==> config.mk <==
export PLATFORM = sky130hd
export DESIGN_NAME = t8254_bus_driver
export DESIGN_NICKNAME = d
export VERILOG_FILES = /design/src/rtl/t8254_pkg.sv /design/src/rtl/t8254_bus_cycle.sv /design/src/rtl/t8254_bus_driver.sv
export SDC_FILE = /design/constraint.sdc
export NUM_CORES = 1
export LEC_CHECK = 0
export CORE_MARGIN = 3
export CORE_UTILIZATION = 52
export DETAILED_ROUTE_END_ITERATION = 10
export DONT_BUFFER_PORTS = 1
export HOLD_SLACK_MARGIN = 0.15
export PLACE_DENSITY = 0.67
export SYNTH_ARGS = -nofsm -noshare
export SYNTH_HDL_FRONTEND = slang
export SYNTH_HIERARCHICAL = 1
export SYNTH_SLANG_ARGS = --single-unit
==> constraint.sdc <==
create_clock -name clk -period 3.4 [get_ports clk]
set_input_delay 0.85 -clock clk [delete_from_list [all_inputs] [get_ports clk]]
set_output_delay 0.85 -clock clk [all_outputs]
set_load 0.05 [all_outputs]
==> src/rtl/t8254_pkg.sv <==
// Shared constants and types for the 8254 counter-0 bus driver.
// Op codes, timer addresses, command bytes, FSM states and byte-order helpers.
package t8254_pkg;

   localparam logic [1:0] OP_PROGRAM  = 2'b00;
   localparam logic [1:0] OP_LATCH    = 2'b01;
   localparam logic [1:0] OP_READBACK = 2'b10;

   localparam logic [1:0] ADDR_CNT0 = 2'b00;
   localparam logic [1:0] ADDR_CTRL = 2'b11;

   localparam logic [7:0] LATCH_CMD = 8'h00;

   // Phase of a single bus access
   typedef enum logic [2:0] {
      BUS_IDLE,
      BUS_SETUP,
      BUS_STROBE,
      BUS_HOLD,
      BUS_GAP
   } bus_st_t;

   // Command-level sequencing
   typedef enum logic [1:0] {
      DRV_IDLE,
      DRV_RUN,
      DRV_RESP
   } drv_st_t;

   // Count byte j of a transfer is the MSB for rw=10, or the second byte of rw=11
   function automatic logic byte_is_msb(input logic [1:0] rw, input logic [1:0] j);
      return (rw == 2'b10) || (j == 2'd1);
   endfunction

   // Index of the final access: control write, optional status read, count bytes
   function automatic logic [1:0] last_step(input logic [1:0] op, input logic [1:0] rw);
      logic [1:0] n;
      n = (rw == 2'b11) ? 2'd2 : 2'd1;
      return n + ((op == OP_READBACK) ? 2'd1 : 2'd0);
   endfunction

endpackage

==> src/rtl/t8254_bus_cycle.sv <==
// Single-access engine: one timed read or write cycle on the 8254 CPU bus.
// Ports: start/is_read/addr/data request, done (GAP cycle), rd_byte, bus pins.
module t8254_bus_cycle
   import t8254_pkg::*;
#(
   parameter int SETUP_CYC  = 1,
   parameter int STROBE_CYC = 2,
   parameter int HOLD_CYC   = 1
) (
   input  logic       clk,
   input  logic       rflagreset,
   input  logic       start,
   input  logic       is_read,
   input  logic [1:0] addr,
   input  logic [7:0] data,
   output logic       done,
   output logic [7:0] rd_byte,
   output logic       cs_n,
   output logic [1:0] a,
   output logic [7:0] wdata,
   input  logic [7:0] rdata,
   output logic       ior_n,
   output logic       iow_n
);

   localparam logic [7:0] SU_LAST = 8'(SETUP_CYC - 1);
   localparam logic [7:0] ST_LAST = 8'(STROBE_CYC - 1);
   localparam logic [7:0] HD_LAST = 8'(HOLD_CYC - 1);

   bus_st_t    st_q, st_d;
   logic [7:0] cnt_q, cnt_d;
   logic       rd_q;
   logic       load;

   // New access may begin from idle or straight out of the gap cycle
   assign load = start && (st_q == BUS_IDLE || st_q == BUS_GAP);

   always_comb begin
      st_d  = st_q;
      cnt_d = cnt_q;
      unique case (st_q)
         BUS_IDLE: begin
            if (start) begin
               st_d  = BUS_SETUP;
               cnt_d = 8'd0;
            end
         end
         BUS_SETUP: begin
            if (cnt_q == SU_LAST) begin
               st_d  = BUS_STROBE;
               cnt_d = 8'd0;
            end else begin
               cnt_d = cnt_q + 8'd1;
            end
         end
         BUS_STROBE: begin
            if (cnt_q == ST_LAST) begin
               st_d  = BUS_HOLD;
               cnt_d = 8'd0;
            end else begin
               cnt_d = cnt_q + 8'd1;
            end
         end
         BUS_HOLD: begin
            if (cnt_q == HD_LAST) begin
               st_d  = BUS_GAP;
               cnt_d = 8'd0;
            end else begin
               cnt_d = cnt_q + 8'd1;
            end
         end
         BUS_GAP: begin
            st_d  = start ? BUS_SETUP : BUS_IDLE;
            cnt_d = 8'd0;
         end
         default: begin
            st_d  = BUS_IDLE;
            cnt_d = 8'd0;
         end
      endcase
   end

   always_ff @(posedge clk or posedge rflagreset) begin
      if (rflagreset) begin
         st_q    <= BUS_IDLE;
         cnt_q   <= 8'd0;
         rd_q    <= 1'b0;
         a       <= 2'b00;
         wdata   <= 8'h00;
         rd_byte <= 8'h00;
      end else begin
         st_q  <= st_d;
         cnt_q <= cnt_d;
         if (load) begin
            rd_q  <= is_read;
            a     <= addr;
            wdata <= data;
         end
         if (st_q == BUS_STROBE && cnt_q == ST_LAST && rd_q)
            rd_byte <= rdata;
      end
   end

   // Pins decode from the registered phase so reset forces them high at once
   assign cs_n  = !(st_q == BUS_SETUP || st_q == BUS_STROBE || st_q == BUS_HOLD);
   assign ior_n = !(st_q == BUS_STROBE && rd_q);
   assign iow_n = !(st_q == BUS_STROBE && !rd_q);
   assign done  = (st_q == BUS_GAP);

endmodule

==> src/rtl/t8254_bus_driver.sv <==
// Command sequencer for 8254 counter 0: PROGRAM, LATCH and READBACK to byte cycles.
// Ports: cmd_* request/ready, rsp_* one-cycle response, 8254 CPU bus pins.
module t8254_bus_driver
   import t8254_pkg::*;
#(
   parameter int         SETUP_CYC  = 1,
   parameter int         STROBE_CYC = 2,
   parameter int         HOLD_CYC   = 1,
   parameter logic [7:0] RB_WORD    = 8'hC2
) (
   input  logic        clk,
   input  logic        rflagreset,
   input  logic        cmd_valid,
   output logic        cmd_ready,
   input  logic [1:0]  cmd_op,
   input  logic [1:0]  cmd_rw,
   input  logic [2:0]  cmd_mode,
   input  logic        cmd_bcd,
   input  logic [15:0] cmd_count,
   output logic        rsp_valid,
   output logic        rsp_err,
   output logic [7:0]  rsp_status,
   output logic [15:0] rsp_count,
   output logic        cs_n,
   output logic [1:0]  a,
   output logic [7:0]  wdata,
   input  logic [7:0]  rdata,
   output logic        ior_n,
   output logic        iow_n
);

   drv_st_t     st_q, st_d;
   logic [1:0]  op_q, rwe_q, rw_q, step_q, cur_j;
   logic [15:0] count_q;
   logic [7:0]  status_q, lsb_q, msb_q, rd_byte, acc_data;
   logic [1:0]  rw_e, acc_addr;
   logic        err_q, accept, reject, last, done, start, acc_rd;

   // PROGRAM carries its own byte order; the others reuse the last programmed one
   assign rw_e   = (cmd_op == OP_PROGRAM) ? cmd_rw : rw_q;
   assign reject = (cmd_op == 2'b11) || (rw_e == 2'b00);
   assign accept = cmd_valid && (st_q == DRV_IDLE);
   assign last   = (step_q == last_step(op_q, rwe_q));
   assign cur_j  = step_q - ((op_q == OP_READBACK) ? 2'd2 : 2'd1);

   always_comb begin
      st_d     = st_q;
      start    = 1'b0;
      acc_rd   = 1'b0;
      acc_addr = ADDR_CTRL;
      acc_data = 8'h00;
      unique case (st_q)
         DRV_IDLE: begin
            if (accept) begin
               if (reject) begin
                  st_d = DRV_RESP;
               end else begin
                  st_d  = DRV_RUN;
                  start = 1'b1;
                  unique case (cmd_op)
                     OP_PROGRAM:  acc_data = {2'b00, cmd_rw, cmd_mode, cmd_bcd};
                     OP_READBACK: acc_data = RB_WORD;
                     default:     acc_data = LATCH_CMD;
                  endcase
               end
            end
         end
         DRV_RUN: begin
            if (done) begin
               if (last) begin
                  st_d = DRV_RESP;
               end else begin
                  start    = 1'b1;
                  acc_addr = ADDR_CNT0;
                  // Next PROGRAM step is count byte number step_q
                  if (op_q == OP_PROGRAM)
                     acc_data = byte_is_msb(rwe_q, step_q) ? count_q[15:8] : count_q[7:0];
                  else
                     acc_rd = 1'b1;
               end
            end
         end
         DRV_RESP: st_d = DRV_IDLE;
         default:  st_d = DRV_IDLE;
      endcase
   end

   always_ff @(posedge clk or posedge rflagreset) begin
      if (rflagreset) begin
         st_q     <= DRV_IDLE;
         op_q     <= 2'b00;
         rwe_q    <= 2'b00;
         rw_q     <= 2'b00;
         step_q   <= 2'd0;
         count_q  <= 16'h0000;
         err_q    <= 1'b0;
         status_q <= 8'h00;
         lsb_q    <= 8'h00;
         msb_q    <= 8'h00;
      end else begin
         st_q <= st_d;
         if (accept) begin
            op_q     <= cmd_op;
            rwe_q    <= rw_e;
            count_q  <= cmd_count;
            err_q    <= reject;
            step_q   <= 2'd0;
            status_q <= 8'h00;
            lsb_q    <= 8'h00;
            msb_q    <= 8'h00;
         end
         if (st_q == DRV_RUN && done) begin
            if (!last)
               step_q <= step_q + 2'd1;
            if (op_q != OP_PROGRAM && step_q != 2'd0) begin
               if (op_q == OP_READBACK && step_q == 2'd1)
                  status_q <= rd_byte;
               else if (byte_is_msb(rwe_q, cur_j))
                  msb_q <= rd_byte;
               else
                  lsb_q <= rd_byte;
            end
            if (last && op_q == OP_PROGRAM)
               rw_q <= rwe_q;
         end
      end
   end

   assign cmd_ready  = (st_q == DRV_IDLE);
   assign rsp_valid  = (st_q == DRV_RESP);
   assign rsp_err    = rsp_valid && err_q;
   assign rsp_status = rsp_valid ? status_q : 8'h00;
   assign rsp_count  = rsp_valid ? {msb_q, lsb_q} : 16'h0000;

   t8254_bus_cycle #(
      .SETUP_CYC  (SETUP_CYC),
      .STROBE_CYC (STROBE_CYC),
      .HOLD_CYC   (HOLD_CYC)
   ) u_cycle (
      .clk        (clk),
      .rflagreset (rflagreset),
      .start      (start),
      .is_read    (acc_rd),
      .addr       (acc_addr),
      .data       (acc_data),
      .done       (done),
      .rd_byte    (rd_byte),
      .cs_n       (cs_n),
      .a          (a),
      .wdata      (wdata),
      .rdata      (rdata),
      .ior_n      (ior_n),
      .iow_n      (iow_n)
   );

endmodule

# [Word level (Yosys, flattened, before mapping)]
# Index checks and enable logic that the tools add are counted.
# W data, S select, Z words.
[totals] output_inout_bits=40 memories=0 register_bits=81 elab_cells=133 latch_bits=0 input_bits=35 ram_bits=0 rom_bits=0
[op_classes] n_lt_le_gt_ge=0 n_bitwise=0 reduce_logical=33 addsub=4 div_mod_pow=0 muxes=58 shift=0 n_mul=0 eq_ne=22
[op_table] op="$mux W8" n=24
[op_table] op="$pmux W8 S2" n=2
[op_table] op="$mux W2" n=13
[op_table] op="$pmux W8 S3" n=1
[op_table] op="$mux W16" n=1
[op_table] op="$pmux W3 S5" n=1
[op_table] op="$eq A2 B2 Y1 const B" n=6
[op_table] op="$mux W3" n=4
[op_table] op="$logic_and A1 B1 Y1" n=11
[op_table] op="$mux W1" n=10
[op_table] op="$ne A2 B1 Y1 const B" n=5
[op_table] op="$add A8 B1 Y8 const B" n=1
[op_table] op="$eq A8 B1 Y1 const B" n=1
[op_table] op="$logic_not A2 Y1" n=4
[op_table] op="$logic_not A8 Y1" n=1
[op_table] op="$eq A2 B1 Y1 const B" n=3
[op_table] op="$eq A3 B2 Y1 const B" n=2
[op_table] op="$logic_or A1 B1 Y1" n=6
[op_table] op="$logic_not A1 Y1" n=4
[op_table] op="$ne A2 B2 Y1 const B" n=2
[op_table] op="$pmux W2 S2" n=1
[op_table] op="$reduce_and A4 Y1" n=1
[op_table] op="$reduce_bool A2 Y1" n=2
[op_table] op="$eq A3 B1 Y1 const B" n=1
[op_table] op="10 further kinds" n=10

# [Longest topological paths before layout]
# Gate-level depths: netlist (run 1).
[logic_depth] ltp_word=9 ltp_mapped=10 mapped_depth_nobuf=10

# [By module]
# The synthesis (run 1) kept the hierarchy.
[by_module_without_submodules] module="t8254_bus_driver" area_per_inst_um2=2653.8 instances=1 seq_area_each_um2=1276.2 cells_per_inst=294
[by_module_without_submodules] module="t8254_bus_cycle" area_per_inst_um2=1428.9 instances=1 seq_area_each_um2=750.7 cells_per_inst=112

# [Worst setup path before layout (run 1)]
# Ideal clock, no wire load.
[synth_path] path_kind="reg2out" from="register st_q[0] (netlist name)" to="output rsp_count[10]" setup_slack_ps=777 path_stages_with_launch=4 arrival_ps=1773 n_path_buf=1 path_cell_list="dfrtp_1 -> nor2_1 -> clkbuf_1 -> and2_1"
[synth_rtl] item="end: declaration" line_no="t8254_bus_driver.sv:23" rtl="output logic [15:0] rsp_count,"

==> results of run 1 <==
-- cells in the mapped netlist, types with 7 or more instances --
library cell and n:
and2_1 28, mux2i_1 26, nand2_1 99, nand3_1 7, clkbuf_1 11, ha_1 7
inv_1 20, mux2_2 12, mux2_4 10, nor2_1 18, o21ai_0 17, dfrtp_1 81
-- cell families after synthesis --
family | after synthesis
muxes | 48
DFF | 81
AOI/OAI and AO/OA | 44
and+or+nand+nor | 182
adders and majority gates | 7
buffers and inverters | 37
xor gates and xnor gates | 7
-- worst register-to-register path: cells and delay by family, from the launching register on --
| family | cells | cell delay [ns] |
|---|---|---|
| AND/OR/NAND/NOR | 3 | 0.87 |
| AO/OA/AOI/OAI | 1 | 0.28 |
| flip-flops | 1 | 0.42 |
| adder cells (fa/ha/maj) | 1 | 0.32 |
| XOR/XNOR | 1 | 0.19 |
| multiplexers | 1 | 0.40 |
| buffers and inverters | 1 | 0.14 |
-- through the flow --
| stage | total power, uW | utilization | setup slack [ns] |
|---|---|---|---|
| finish | 3360 | 0.599 | 0.592 |
| global route | 3570 | 0.599 | 0.414 |
| CTS | 3390 | 0.599 | 0.503 |
| detailed placement | 2430 | 0.562 | 0.580 |
| global placement | 2400 | 0.562 | 0.712 |
| floorplan | 2180 | - | 0.777 |
-- final cells by class --
cell class	count	area, sq um	share of cell area
Multi-Input combinational cell	288	1900	0.427
Inverter	20	75.1	0.0168
Timing Repair Buffer	7	52.6	0.0118
Sequential cell	81	2030	0.455
Tap cell	99	124	0.0278
Clock buffer	10	138	0.0309
Clock inverter	6	138	0.0309
-- flip-flops by register name, indices dropped and copies added, names as in the netlist --
register,count
count_q,16
err_q,1
lsb_q,8
msb_q,8
op_q,2
rw_q,2
rwe_q,2
st_q,2
status_q,8
step_q,2
u_cycle/a,2
u_cycle/cnt_q,8
u_cycle/rd_byte,8
u_cycle/rd_q,1
u_cycle/st_q,3
u_cycle/wdata,8
-- metal layers --
| layer | vias to the layer above | global-route usage | share of wire |
|---|---|---|---|
| li1 | 1356 | - | - |
| met3 | 10 | 0.0653 | 0.079 |
| met1 | 1337 | 0.264 | 0.43 |
| met5 | - | 0 | 0 |
| met4 | 0 | 0.0793 | 0.014 |
| met2 | 89 | 0.307 | 0.48 |
-- power breakdown --
part,internal [uW],switching [uW]
Combinational,365,651
Sequential,1150,237
Clock,586,368
Total,2100,1260
-- worst paths after layout --
check                      cells past startpoint                             end  slack [ns]               startpoint
min reg2reg                                    2         count_q[11]$_DFFE_PP0P_        0.48  count_q[11]$_DFFE_PP0P_
max reg2reg                                    8        u_cycle/rd_q$_DFFE_PP0P_        0.68      op_q[1]$_DFFE_PP0P_
min                                            2  u_cycle/rd_byte[3]$_DFFE_PP0P_        0.45               rflagreset
min in group clk                               2         count_q[11]$_DFFE_PP0P_        0.48  count_q[11]$_DFFE_PP0P_
max                                            2                   rsp_status[6]        0.59      st_q[0]$_DFFE_PP0P_
max in group asynchronous                      1          count_q[4]$_DFFE_PP0P_        2.12               rflagreset
==> summary.md, run 1 <==
| Metric | Value |
|---|---|
| HPWL after DPL | `5970 microns` |
| Shortest period the worst path allows | `between 2 and 3 ns` |
| Worst-path clk slew | `0.09 ns` |
| Final Skew | `about 0.0085 ns` |
| Worst-path maximum fanout | `26` |
| Layout Nets | `449` |
| Synth top area cells | `dfrtp_1 (50%), nand2_1 (9.1%), mux2i_1 (6.4%), and2_1 (4.3%), mux2_4 (3.7%)` |
| I/O pin count | `75` |
| # port buffers | `0` |
| Post-synth top area share | `0.496` |
| Post-CTS Hold Buffers | `0` |
| Crit-path leading delay family | `simple AND/OR/NAND/NOR gates` |
| TritonCTS clock tree | `done` |
| Leakage power | `0.00218 uW` |
| Status | `completed` |
| Max cap viols | `0` |
| Mapped Nets | `between 400 and 500` |
| Largest area contributor in the netlist | `dfrtp_1` |
| Cell total after placement | `around 500` |
| Initial antenna violation count | `0` |
| Post-synthesis mux area share | `0.134` |
| DRT Pass-1 Iters | `4` |
| Avg WL per Cell | `16.2 microns` |
| CP startpoint kind | `flip-flop` |
| Post-CTS Setup Inserts | `0` |
| Slew Viols, Final | `0` |
| Min-Delay Path Class | `input pin to async pin` |
| CP max stage delay | `0.58 ns` |
| Root Buffer | `clkbuf_8` |
| FP Rows | `31` |
| Largest net degree at the start of global routing | `52` |
| Hold Slack | `~0.45 ns` |
| Cts repair resizes | `0` |
| Complex-gate fraction of the synthesized area | `0.0742` |
| P&R area growth vs syn | `9.19%` |
| Crit. End Element | `output pin` |
| Sequential share of the synthesized area | `0.496` |
| Max transition margin | `0.291` |
| Chip Height | `94.6 microns` |
| Pwr Density | `753 nW/um^2` |
| Slowest cell on the critical path | `nor2_2` |
| Mapped Avg Cell Area | `10.1 sq um` |
| Layout cells sized above 1 | `0.143` |
| Total gr overflow | `0` |
| Critical Path, Cell by Cell | `nor2_2, and2_1` |
| Clk_lat worst skew | `0.36 ns` |
| CP required | `between 2 and 3 ns` |
| Worst Setup Path Type | `flip-flop to output pin` |
| Die Width | `94.6 microns` |
| Crit path DAT | `roughly 2.0 ns` |
| H-Tree Depth | `3` |
| Final Hold Viols | `0` |
| TritonCTS Buffers | `9` |
| Number of synthesized register bits | `81` |
| Total length of routed wires | `8280 microns` |
| Final non-filler cell total | `511` |
| Fin Setup TNS | `0 ns` |
| Final setup vio count | `0` |
| Post-synth top flop | `dfrtp_1` |
| Core ar. | `7450 sq um` |
| Mapped Area | `4080 sq um` |
| Mapped Cells | `406` |
| Total GRT Usage | `0.201` |
| WP buf/inv | `0` |
| Adder-Cell Fraction of Synth Area | `0.0215` |
| Netlist cell types | `51` |
| Peak Freq | `356 MHz` |
| Fillers | `655` |
| Number of flops mapped to enable cells by yosys | `0` |
| Clock Sinks | `81` |
| Full die area | `8950 sq um` |
| Synth Area in Simple Gates | `0.222` |
| Syn. warnings | `6` |
| RSZ-0062 raised after global routing | `false` |
| Via/cell ratio | `5.46` |
| Commonest non-fill, non-tap cell in the layout | `nand2_1` |
| Final instance area | `4460 sq um` |
| CTS max path bufs | `2` |
| Largest family of logic cells by synthesized area | `simple AND/OR/NAND/NOR gates` |
| Most frequent cells in the layout | `nand2_1 (99), dfrtp_1 (81), and2_1 (28)` |
| Async S/R FF share, synth | `1.00` |
| Initial Util | `0.548` |
| Vias in the first global route | `2745` |
| First-pass GRT wire length | `13700 microns` |
| Crit share post-route | `0.826` |
| Post-route DRC | `0` |
| Vias post-DR | `between 2000 and 3000` |
| Routed Antenna Nets | `0` |
| Iteration-0 DRC count of the detailed router | `roughly 180` |
| Cell area after placement | `4180 sq um` |
| Worst Tran Pin Value | `between 1 and 1.5 ns` |
| Worst IR drop on VDD | `between 0.5 and 0.6 mV` |
| Number of diodes | `0` |
| Routability cong. | `0.798` |
| Post-synthesis xor/xnor area fraction | `0.0150` |
Power figures use the tool's default switching activity.
==> run 2: changes to the inputs <==
==> constraint.sdc (replaced) <==
create_clock -name clk -period 2.8 [get_ports clk]
set_input_delay 0.7 -clock clk [delete_from_list [all_inputs] [get_ports clk]]
set_output_delay 0.7 -clock clk [all_outputs]
set_load 0.05 [all_outputs]
==> summary.md, run 2 (same netlist as run 1, synthesis figures left out) <==
| Metric | Value |
|---|---|
| Slew Viols, Final | `0 (unchanged)` |
| Leakage power | `0.00216 uW (was 0.00218 uW)` |
| Worst Setup Path Type | `flip-flop to flip-flop (was flip-flop to output pin)` |
| Min-Delay Path Class | `input pin to async pin (unchanged)` |
| Switch Pwr | `1510 uW (was 1260 uW)` |
| Crit. End Element | `flip-flop (was output pin)` |
| Crit share post-route | `0.887` |
| FP Rows | `31 (unchanged)` |
| Routed Antenna Nets | `0 (unchanged)` |
| Final non-filler cell total | `517 (was 511)` |
| Power share of the combinational group | `0.338 (was 0.303)` |
| Post-route DRC | `0 (unchanged)` |
| Final Hold Viols | `0 (unchanged)` |
| Total GRT Usage | `0.200 (was 0.201)` |
| Total gr overflow | `0 (unchanged)` |
| Post-CTS Setup Inserts | `0 (unchanged)` |
| Largest net degree at the start of global routing | `31 (was 52)` |
| Avg WL per Cell | `15.9 microns (was 16.2 microns)` |
| Routability cong. | `0.808 (was 0.798)` |
| Cts repair resizes | `0 (unchanged)` |
| Worst-path clk slew | `0.08 ns (was 0.09 ns)` |
| Peak Freq | `402 MHz` |
| Iteration-0 DRC count of the detailed router | `125 (was 176)` |
| I/O pin count | `75 (unchanged)` |
| DRT Pass-1 Iters | `5 (was 4)` |
| Worst IR drop on VDD | `0.579 mV (was 0.532 mV)` |
| Worst Tran Pin Value | `0.608 ns (was 1.06 ns)` |
| Clk_lat worst skew | `0.35 ns (was 0.36 ns)` |
| Max cap viols | `0 (unchanged)` |
| Commonest non-fill, non-tap cell in the layout | `nand2_1 (unchanged)` |
| First-pass GRT wire length | `13800 microns (was 13700 microns)` |
| Final setup vio count | `0 (unchanged)` |
| Die Width | `94.6 microns (unchanged)` |
| Worst-path maximum fanout | `12 (was 26)` |
| FF-to-FF setup slack | `0.32 ns (was 0.68 ns)` |
| # port buffers | `0 (unchanged)` |
| Worst reg-to-reg path cell count | `9 (was 8)` |
| Initial antenna violation count | `0 (unchanged)` |
| Hold Slack | `0.307 ns (was 0.451 ns)` |
| Full die area | `8950 sq um (unchanged)` |
| P_int | `2240 uW (was 2100 uW)` |
| Pwr Density | `848 nW/um^2 (was 753 nW/um^2)` |
| Shortest period the worst path allows | `~2.5 ns` |
| Root Buffer | `clkbuf_8 (unchanged)` |
| Most frequent cells in the layout | `nand2_1 (99), dfrtp_1 (81), and2_1 (28) (unchanged)` |
| Via/cell ratio | `5.36 (was 5.46)` |
| Sw Share | `0.403 (was 0.374)` |
| Vias post-DR | `2772 (was 2792)` |
| Initial Util | `0.548 (unchanged)` |
| Max transition margin | `0.594 (was 0.291)` |
| TritonCTS clock tree | `done (unchanged)` |
| CP required | `3.03 ns (was 2.55 ns)` |
| H-Tree Depth | `3 (unchanged)` |
| Layout cells sized above 1 | `0.148 (was 0.143)` |
| RSZ-0062 raised after global routing | `false (unchanged)` |
| Total length of routed wires | `8250 microns (was 8280 microns)` |
| Number of diodes | `0 (unchanged)` |
| CP startpoint kind | `flip-flop (unchanged)` |
| Sequential power share | `0.448 (was 0.413)` |
| Layout Nets | `455 (was 449)` |
| Status | `completed (unchanged)` |
| Cell total after placement | `500 (was 495)` |
| Fin Setup TNS | `0 ns (unchanged)` |
| CTS max path bufs | `2 (unchanged)` |
| Clock power frac | `0.215 (was 0.284)` |
| Core ar. | `7450 sq um (unchanged)` |
| P&R area growth vs syn | `8.09% (was 9.19%)` |
| Post-CTS Hold Buffers | `1 (was 0)` |
| Vias in the first global route | `2757 (was 2745)` |
| Chip Height | `94.6 microns (unchanged)` |
| Largest register FFs | `16 (unchanged)` |
| TritonCTS Buffers | `9 (unchanged)` |
| Largest Register | `count_q (unchanged)` |
| Reg-to-reg startpoint | `op_q[1]$_DFFE_PP0P_ (unchanged)` |
| Clock Sinks | `81 (unchanged)` |
| Power consumption | `3740 uW (was 3360 uW)` |
| Worst reg2reg endpoint | `u_cycle/wdata[7]$_DFFE_PP0P_ (was u_cycle/rd_q$_DFFE_PP0P_)` |
| Crit path DAT | `2.72 ns (was 1.96 ns)` |
| HPWL after DPL | `6150 microns (was 5970 microns)` |
| Final Skew | `0.0121 ns (was 0.00854 ns)` |
==> run 2: cell types whose count changed in the layout (fill, tap and decap cells not counted), sizes merged <==
cell         previous run  this run
buf                     7        12
clkinv                  1         0
dlygate4sd3             0         1
clkinvlp                0         2
clkbuf                 10        13
bufinv                  4         0
==> run 2: worst max path at each step <==
stage	startpoint	end	slack (ns)	depth (start not counted)
floorplan	st_q[0]$_DFFE_PP0P_	u_cycle/a[0]$_DFFE_PP0P_	0.20	8
global placement	cmd_op[1]	u_cycle/wdata[5]$_DFFE_PP0P_	0.39	7
detailed placement	op_q[1]$_DFFE_PP0P_	u_cycle/wdata[7]$_DFFE_PP0P_	0.32	9
CTS	op_q[1]$_DFFE_PP0P_	u_cycle/wdata[7]$_DFFE_PP0P_	0.31	9
global route	op_q[0]$_DFFE_PP0P_	u_cycle/wdata[3]$_DFFE_PP0P_	0.14	9
finish	op_q[1]$_DFFE_PP0P_	u_cycle/wdata[7]$_DFFE_PP0P_	0.32	9
==> run 2: critical path, cell delays in order (launching register included) <==
cell,delay (ns)
dfrtp_1,0.40
nor2b_1,0.23
inv_1,0.13
ha_1,0.32
xor2_1,0.18
a21o_2,0.28
nand2_1,0.14
and2_1,0.14
buf_4,0.19
mux2_2,0.35
==> run 2: through the flow <==
step,setup slack (ns),util,cell area [sq um]
floorplan,0.200,-,4080
global placement,0.394,0.567,4220
detailed placement,0.322,0.567,4220
CTS,0.312,0.593,4410
global route,0.142,0.593,4410
finish,0.315,0.593,4410
==> run 2: power by group through the flow <==
stage               sequential (uW)  clock [uW]  combinational, uW
floorplan                      1630           0               1020
global placement               1690           0               1240
detailed placement             1700           0               1270
CTS                            1680         821               1280
global route                   1710         880               1420
finish                         1680         804               1260
==> run 2: metal layers <==
metal | global-route usage | part of all wire | vias to the layer above
li1 | - | - | 1368
met1 | 0.274 | 0.47 | 1337
met2 | 0.305 | 0.46 | 60
met3 | 0.0566 | 0.056 | 7
met4 | 0.0721 | 0.012 | 0
met5 | 0 | 0 | -
==> run 2: final cells by class <==
class                   instances  area, sq um
repair buffers                 13          100
flip-flops and latches         81         2030
clock inverters                 3         23.8
fillers                       666         3030
clock buffers                  13          159
well taps                      99          124
multi-input cells             288         1900
inverters                      20         75.1
